--- config.mk ---
export PLATFORM = sky130hd
export DESIGN_NAME = sdu_run_ctrl
export DESIGN_NICKNAME = d
export VERILOG_FILES = /design/src/rtl/sdu_pkg.sv /design/src/rtl/sdu_bp_match.sv /design/src/rtl/sdu_run_ctrl.sv
export SDC_FILE = /design/constraint.sdc
export NUM_CORES = 1
export LEC_CHECK = 0
export ABC_AREA = 1
export CAP_MARGIN = 10
export CORE_MARGIN = 2
export CORE_UTILIZATION = 39
export DETAILED_ROUTE_END_ITERATION = 6
export DONT_BUFFER_PORTS = 1
export SYNTH_ARGS = -nofsm -noshare
export SYNTH_HDL_FRONTEND = slang
export SYNTH_SLANG_ARGS = --single-unit
--- constraint.sdc ---
create_clock -name clk -period 10.35 [get_ports clk]
set_clock_uncertainty 0.1 [all_clocks]
set_input_delay 2.07 -clock clk [delete_from_list [all_inputs] [get_ports clk]]
set_output_delay 2.07 -clock clk [all_outputs]
set_load 0.01 [all_outputs]
--- src/rtl/sdu_pkg.sv ---
`default_nettype none
// ============================================================================
//  Module      : sdu_pkg
//  Description : Shared definitions for the serial debug unit run controller:
//                command op codes, completion codes, FSM state encoding and
//                a saturating counter helper.
//  Revision    : 1.0 - initial release
// ============================================================================
package sdu_pkg;

    localparam int BP_NUM_MAX = 8;

    // Command op codes from the SDU decoder (5..7 reserved)
    localparam logic [2:0] c_op_halt   = 3'd0;
    localparam logic [2:0] c_op_step   = 3'd1;
    localparam logic [2:0] c_op_run    = 3'd2;
    localparam logic [2:0] c_op_set_bp = 3'd3;
    localparam logic [2:0] c_op_clr_bp = 3'd4;

    // Completion codes reported with done_valid
    localparam logic [1:0] c_done_stepped = 2'd0;
    localparam logic [1:0] c_done_bp_hit  = 2'd1;
    localparam logic [1:0] c_done_halted  = 2'd2;
    localparam logic [1:0] c_done_cfg_ack = 2'd3;

    typedef enum logic [2:0] {
        S_IDLE    = 3'd0,
        S_STEP_HI = 3'd1,
        S_STEP_LO = 3'd2,
        S_RUN_HI  = 3'd3,
        S_RUN_LO  = 3'd4,
        S_DONE    = 3'd5
    } state_t;

    // Counter increment that sticks at all-ones instead of wrapping
    function automatic logic [31:0] sat_inc32(input logic [31:0] v);
        return (v == 32'hFFFF_FFFF) ? v : v + 32'd1;
    endfunction

endpackage
`default_nettype wire

--- src/rtl/sdu_bp_match.sv ---
`default_nettype none
// ============================================================================
//  Module      : sdu_bp_match
//  Description : Combinational breakpoint comparator bank. Flags a hit when
//                any enabled slot address equals the CPU next PC.
//  Revision    : 1.0 - initial release
// ============================================================================
module sdu_bp_match #(
    parameter int BP_NUM = 2,
    parameter int PC_W   = 32
) (
    input  logic [BP_NUM-1:0]           i_bp_en,
    input  logic [BP_NUM-1:0][PC_W-1:0] i_bp_addr,
    input  logic [PC_W-1:0]             i_npc,
    output logic                        o_hit
);

    logic [BP_NUM-1:0] w_slot_hit;

    // One equality comparator per slot, masked by its enable
    generate
        for (genvar gi = 0; gi < BP_NUM; gi++) begin : g_cmp
            assign w_slot_hit[gi] = i_bp_en[gi] && (i_bp_addr[gi] == i_npc);
        end
    endgenerate

    assign o_hit = |w_slot_hit;

endmodule
`default_nettype wire

--- src/rtl/sdu_run_ctrl.sv ---
`default_nettype none
// ============================================================================
//  Module      : sdu_run_ctrl
//  Description : SDU execution controller. Converts HALT/STEP/RUN/SET_BP/
//                CLR_BP commands into a registered CPU clock pulse train,
//                stops free-run on a breakpoint match and reports completion.
//  Revision    : 1.0 - initial release
// ============================================================================
module sdu_run_ctrl
    import sdu_pkg::*;
#(
    parameter int BP_NUM = 2,
    parameter int PC_W   = 32
) (
    input  logic            clk,
    input  logic            rst,
    input  logic            cmd_valid,
    output logic            cmd_ready,
    input  logic [2:0]      cmd_op,
    input  logic [2:0]      cmd_idx,
    input  logic [PC_W-1:0] cmd_arg,
    input  logic [PC_W-1:0] npc,
    output logic            clk_cpu,
    output logic            busy,
    output logic            done_valid,
    output logic [1:0]      done_code,
    output logic [31:0]     step_cnt
);

    localparam int c_idx_w = (BP_NUM > 1) ? $clog2(BP_NUM) : 1;

    state_t                      r_state;
    logic                        r_clk_cpu;
    logic                        r_busy;
    logic                        r_done_valid;
    logic [1:0]                  r_done_code;
    logic [31:0]                 r_step_cnt;
    logic [BP_NUM-1:0]           r_bp_en;
    logic [BP_NUM-1:0][PC_W-1:0] r_bp_addr;
    logic                        r_halt_pend;
    logic                        r_first_lo;

    logic                        w_cmd_ready;
    logic                        w_accept;
    logic                        w_halt_req;
    logic                        w_hit;
    logic [c_idx_w-1:0]          w_idx;
    logic                        w_idx_ok;
    logic                        w_unused_idx;

    // Slot index uses only the low bits; out-of-range slots are dropped
    assign w_idx        = (BP_NUM > 1) ? cmd_idx[c_idx_w-1:0] : '0;
    assign w_idx_ok     = (int'(w_idx) < BP_NUM);
    assign w_unused_idx = ^cmd_idx;

    sdu_bp_match #(
        .BP_NUM (BP_NUM),
        .PC_W   (PC_W)
    ) u_bp_match (
        .i_bp_en   (r_bp_en),
        .i_bp_addr (r_bp_addr),
        .i_npc     (npc),
        .o_hit     (w_hit)
    );

    // Ready depends only on state, and on op while running (only HALT enters)
    always_comb begin
        w_cmd_ready = 1'b0;
        case (r_state)
            S_IDLE:             w_cmd_ready = 1'b1;
            S_RUN_HI, S_RUN_LO: w_cmd_ready = (cmd_op == c_op_halt);
            default:            w_cmd_ready = 1'b0;
        endcase
    end

    assign w_accept   = cmd_valid && w_cmd_ready;
    assign w_halt_req = w_accept && (cmd_op == c_op_halt);

    // Control FSM with registered CPU clock, busy and completion outputs
    always_ff @(posedge clk or posedge rst) begin
        if (rst) begin
            r_state      <= S_IDLE;
            r_clk_cpu    <= 1'b0;
            r_busy       <= 1'b0;
            r_done_valid <= 1'b0;
            r_done_code  <= 2'd0;
            r_step_cnt   <= 32'd0;
            r_bp_en      <= '0;
            r_bp_addr    <= '0;
            r_halt_pend  <= 1'b0;
            r_first_lo   <= 1'b0;
        end else begin
            r_done_valid <= 1'b0;
            case (r_state)
                S_IDLE: begin
                    if (w_accept) begin
                        case (cmd_op)
                            c_op_step: begin
                                r_state    <= S_STEP_HI;
                                r_clk_cpu  <= 1'b1;
                                r_busy     <= 1'b1;
                                r_step_cnt <= 32'd1;
                            end
                            c_op_run: begin
                                r_state     <= S_RUN_HI;
                                r_clk_cpu   <= 1'b1;
                                r_busy      <= 1'b1;
                                r_step_cnt  <= 32'd1;
                                r_halt_pend <= 1'b0;
                                r_first_lo  <= 1'b1;
                            end
                            c_op_set_bp: begin
                                if (w_idx_ok) begin
                                    r_bp_addr[w_idx] <= cmd_arg;
                                    r_bp_en[w_idx]   <= 1'b1;
                                end
                                r_state      <= S_DONE;
                                r_done_valid <= 1'b1;
                                r_done_code  <= c_done_cfg_ack;
                            end
                            c_op_clr_bp: begin
                                if (w_idx_ok) begin
                                    r_bp_en[w_idx] <= 1'b0;
                                end
                                r_state      <= S_DONE;
                                r_done_valid <= 1'b1;
                                r_done_code  <= c_done_cfg_ack;
                            end
                            c_op_halt: begin
                                r_state      <= S_DONE;
                                r_done_valid <= 1'b1;
                                r_done_code  <= c_done_halted;
                            end
                            default: begin
                                // reserved op: swallowed without a report
                            end
                        endcase
                    end
                end
                S_STEP_HI: begin
                    r_state   <= S_STEP_LO;
                    r_clk_cpu <= 1'b0;
                end
                S_STEP_LO: begin
                    r_state      <= S_DONE;
                    r_busy       <= 1'b0;
                    r_done_valid <= 1'b1;
                    r_done_code  <= c_done_stepped;
                end
                S_RUN_HI: begin
                    // a HALT here must not cut the pulse short; remember it
                    r_state   <= S_RUN_LO;
                    r_clk_cpu <= 1'b0;
                    if (w_halt_req) begin
                        r_halt_pend <= 1'b1;
                    end
                end
                S_RUN_LO: begin
                    r_first_lo <= 1'b0;
                    if (r_halt_pend || w_halt_req) begin
                        r_state      <= S_DONE;
                        r_busy       <= 1'b0;
                        r_done_valid <= 1'b1;
                        r_done_code  <= c_done_halted;
                    end else if (!r_first_lo && w_hit) begin
                        r_state      <= S_DONE;
                        r_busy       <= 1'b0;
                        r_done_valid <= 1'b1;
                        r_done_code  <= c_done_bp_hit;
                    end else begin
                        r_state    <= S_RUN_HI;
                        r_clk_cpu  <= 1'b1;
                        r_step_cnt <= sat_inc32(r_step_cnt);
                    end
                end
                S_DONE: begin
                    r_state     <= S_IDLE;
                    r_halt_pend <= 1'b0;
                end
                default: begin
                    r_state   <= S_IDLE;
                    r_clk_cpu <= 1'b0;
                    r_busy    <= 1'b0;
                end
            endcase
        end
    end

    assign cmd_ready  = w_cmd_ready;
    assign clk_cpu    = r_clk_cpu;
    assign busy       = r_busy;
    assign done_valid = r_done_valid;
    assign done_code  = r_done_code;
    assign step_cnt   = r_step_cnt;

endmodule
`default_nettype wire

==> summary.md <==
| Metric | Value |
|---|---|
| Post-CTS resize count | 0 |
| Hold Crit Depth | 2 |
| PwrDens | 231 nW/um2 |
| Crit path max fanout | 4 |
| Endpoint required time on the critical path | ~8 ns |
| Share of the synthesized area in the top cell type | 0.395 |
| Status | completed |
| Slew Limit Headroom | 0.293 |
| Die Wd | 136 um |
| Final Hold Viols | 0 |
| Max Root-Sink Buffers | 2 |
| Beginning of the worst register-to-register path | r_state[0]$_DFFE_PP0P_ |
| Post-CTS Setup Bufs | 0 |
| Fin. max-slew vios | 0 |
| Via-to-Cell Ratio | 4.82 |
| ANT nets after route | 0 |
| Vias in the first global route | 5716 |
| R2r setup slk | between 7 and 8 ns |
| Top Ports | 111 |
| GRT Overall Usage | 0.193 |
| TritonRoute pass-1 iters | 4 |
| Post-synth top cells | nand2_1, inv_1, dfrtp_1 |
| GP Congestion | 0.923 |
| RSZ-0062 raised after global routing | false |
| Max cap viols | 0 |
| # nets final | roughly 1.1k |
| Grt total ovfl | 0 |
| Worst-Margin Slew | ~1.1 ns |
| Worst setup slack after placement | 5.44 ns |
| H-tree depth | 3 |
| Setup Total Neg Slack | 0 ns |
| Min-delay src | r_bp_addr[46]$_DFFE_PP0P_ |
| YS warnings | 0 |
| Syn Area/Cell | 6.74 um2 |
| Worst Reg-to-Reg Cells | 13 |
| Nature of the critical path startpoint | primary input |
| CTS tree | done |
| Worst VDD drop | 0.109 mV |
| Initial DRC count | 335 |
| Vias | 5934 |
| Fmax | 0.204 GHz |
| Top FF cell, synth | dfrtp_1 |
| Worst setup margin | 5.45 ns |
| Synth area leader | dfrtp_1 |
| Clk_lat worst skew | 0.36 ns |
| Critical path, cell by cell | or2_1 > nor2_2 > o21ai_2 > nand2_1 |
| Post-synth net total | 1089 |
| Setup Viol. Count Final | 0 |
| TritonCTS Buffers | 9 |
| First-pass GRT wire length | 28300 um |
| WHS Endpoint | r_bp_addr[46]$_DFFE_PP0P_ |
| Syn Inst Count | 1015 |
| Async SR Flop Fraction | 1.00 |
| Post-synth EDFFs | 0 |
| Sequential cell area fraction in the yosys report | 0.395 |
| Min cycle time layout | 4.90 ns |
| Share of cells above drive strength 1 | 0.0467 |
| Detailed placement HPWL | 12800 um |
| DRC violations left | 0 |
| CP Capture Type | output port |
| Most frequent cell after synthesis | nand2_1 |
| Synth Register Bits | ~110 |
| Worst r2r dst | step_cnt[13]$_DFFE_PP0P_ |
| Synth top area cells | dfrtp_1, nand2_1, inv_1 |
| Leak pwr | 3.52 nW |
| Clock slew at reported path FFs | roughly 0.07 ns |
| Hold Crit Class | flop to flop |
| Hold-fix buffers, CTS | 0 |
| Synthesis-to-layout area growth | 7.54% |
| Critical path type | primary input to output port |
| Crit-path max cell delay | 0.26 ns |
| Netlist cell types | 33 |
| Die ar. | 18600 um2 |
| Period utilization | 0.473 |
| CTS root buf | clkbuf_16 |
| Die Ht | around 140 um |
| Overall power | approximately 1.7 mW |
| Site Rows | 48 |
| IO buf count | 0 |
| Largest net degree at the start of global routing | 66 |
| Data arrival, critical path | approximately 2.7 ns |
| Initial Utilization | 0.397 |
| Initial antenna violation count | 0 |
| DR WL/cell | 13.9 um |
| TritonCTS Sinks | 108 |
| CP max stage cell | or2_1 |
| DRT Wirelength | about 17000 um |
| Mapped cell area | 6840 um2 |
| Antenna Cells | 0 |
| Core Region | 17200 um2 |
==> flip-flops by register name, indices dropped and copies added, names as in the netlist, named ones only <==
register / cells
clk_cpu: 1
r_first_lo: 1
r_bp_addr: 64
done_code: 2
r_state: 3
busy: 1
r_halt_pend: 1
step_cnt: 32
done_valid: 1
==> cells in the final DEF (no fill, tap or decap), types with 2 or more instances in the layout <==
master     netlist  routed
a21oi_1          5       5
a31oi_1          2       2
and2_1           9       9
buf_4            2       2
bufinv_16        0       3
clkbuf_16        0       9
clkbuf_8         0       2
dfrtp_1        108     108
inv_1          132     131
inv_2            8       8
inv_4            1       2
nand2_1        362     360
nand2_2          2       4
nand2_4          2       2
nand3_1         62      62
nand3_2          3       3
nand4_1         17      17
nor2_1         104     104
nor2_2           4       4
nor2_4           3       3
nor3_1          12      12
nor3_2           2       2
nor4_1           7       7
o21ai_0         76      76
o21ai_1          3       3
xnor2_1         41      41
xor2_1          17      17
==> final cells by class <==
type / instances / area (um2)
clock buffer: 12 / 256
clock inverter: 4 / 95.1
fill: 1874 / 9880
inverter: 141 / 534
multi-input combinational: 739 / 3470
sequential: 108 / 2700
tap: 225 / 282
timing repair buffer: 2 / 15.0
==> through the flow <==
stage,cell area (um2),instances,util,hold slack (ns)
after global placement,7000,1215,0.406,0.387
after global routing,7350,1231,0.427,0.435
after floorplan,6840,1015,-,0.373
after detailed placement,7000,1215,0.406,0.394
after CTS,7350,1231,0.427,0.411
final,7350,1231,0.427,0.405
==> cells by family (layout without fill, tap and decap cells) <==
| family | after synthesis | count (layout) | synth area share |
|---|---|---|---|
| and+or+nand+nor | 591 | 591 | 0.363 |
| adders and majority gates | 1 | 1 | 0.00183 |
| buffers and inverters | 168 | 159 | 0.0983 |
| DFF | 108 | 108 | 0.395 |
| xor gates and xnor gates | 58 | 58 | 0.0743 |
| AOI/OAI and AO/OA | 89 | 89 | 0.0670 |
==> worst max-delay path by stage <==
stage | start | depth (start not counted) | endpoint | slack [ns]
final | cmd_op[0] | 4 | cmd_ready | 5.45
after global routing | cmd_op[0] | 4 | cmd_ready | 5.38
after CTS | cmd_op[0] | 4 | cmd_ready | 5.43
after detailed placement | cmd_op[0] | 4 | cmd_ready | 5.44
after global placement | cmd_op[0] | 4 | cmd_ready | 5.45
after floorplan | rst | 1 | async pin | 5.33
==> where the power goes <==
| group | switching, mW | internal [mW] | total [mW] |
|---|---|---|---|
| clock | 0.158 | 0.250 | 0.408 |
| combinational | 0.364 | 0.220 | 0.584 |
| sequential | 0.134 | 0.572 | 0.706 |
| total | 0.656 | 1.04 | 1.70 |
==> critical path: cells and delay by family <==
family / cells / cell delay (ns)
compound gates: 1 / 0.07
simple gates: 3 / 0.59
==> layer usage <==
| layer | up-vias | routed length (um) | global-route usage | share of wire |
|---|---|---|---|---|
| met5 | - | 0 | 0 | 0 |
| met4 | 0 | 276 | 0.0602 | 0.016 |
| met3 | 19 | 1050 | 0.0507 | 0.061 |
| met2 | 104 | 7930 | 0.319 | 0.46 |
| met1 | 2709 | 7820 | 0.246 | 0.46 |
| li1 | 3102 | - | - | - |
No activity file was read; power rests on OpenSTA's default activity.
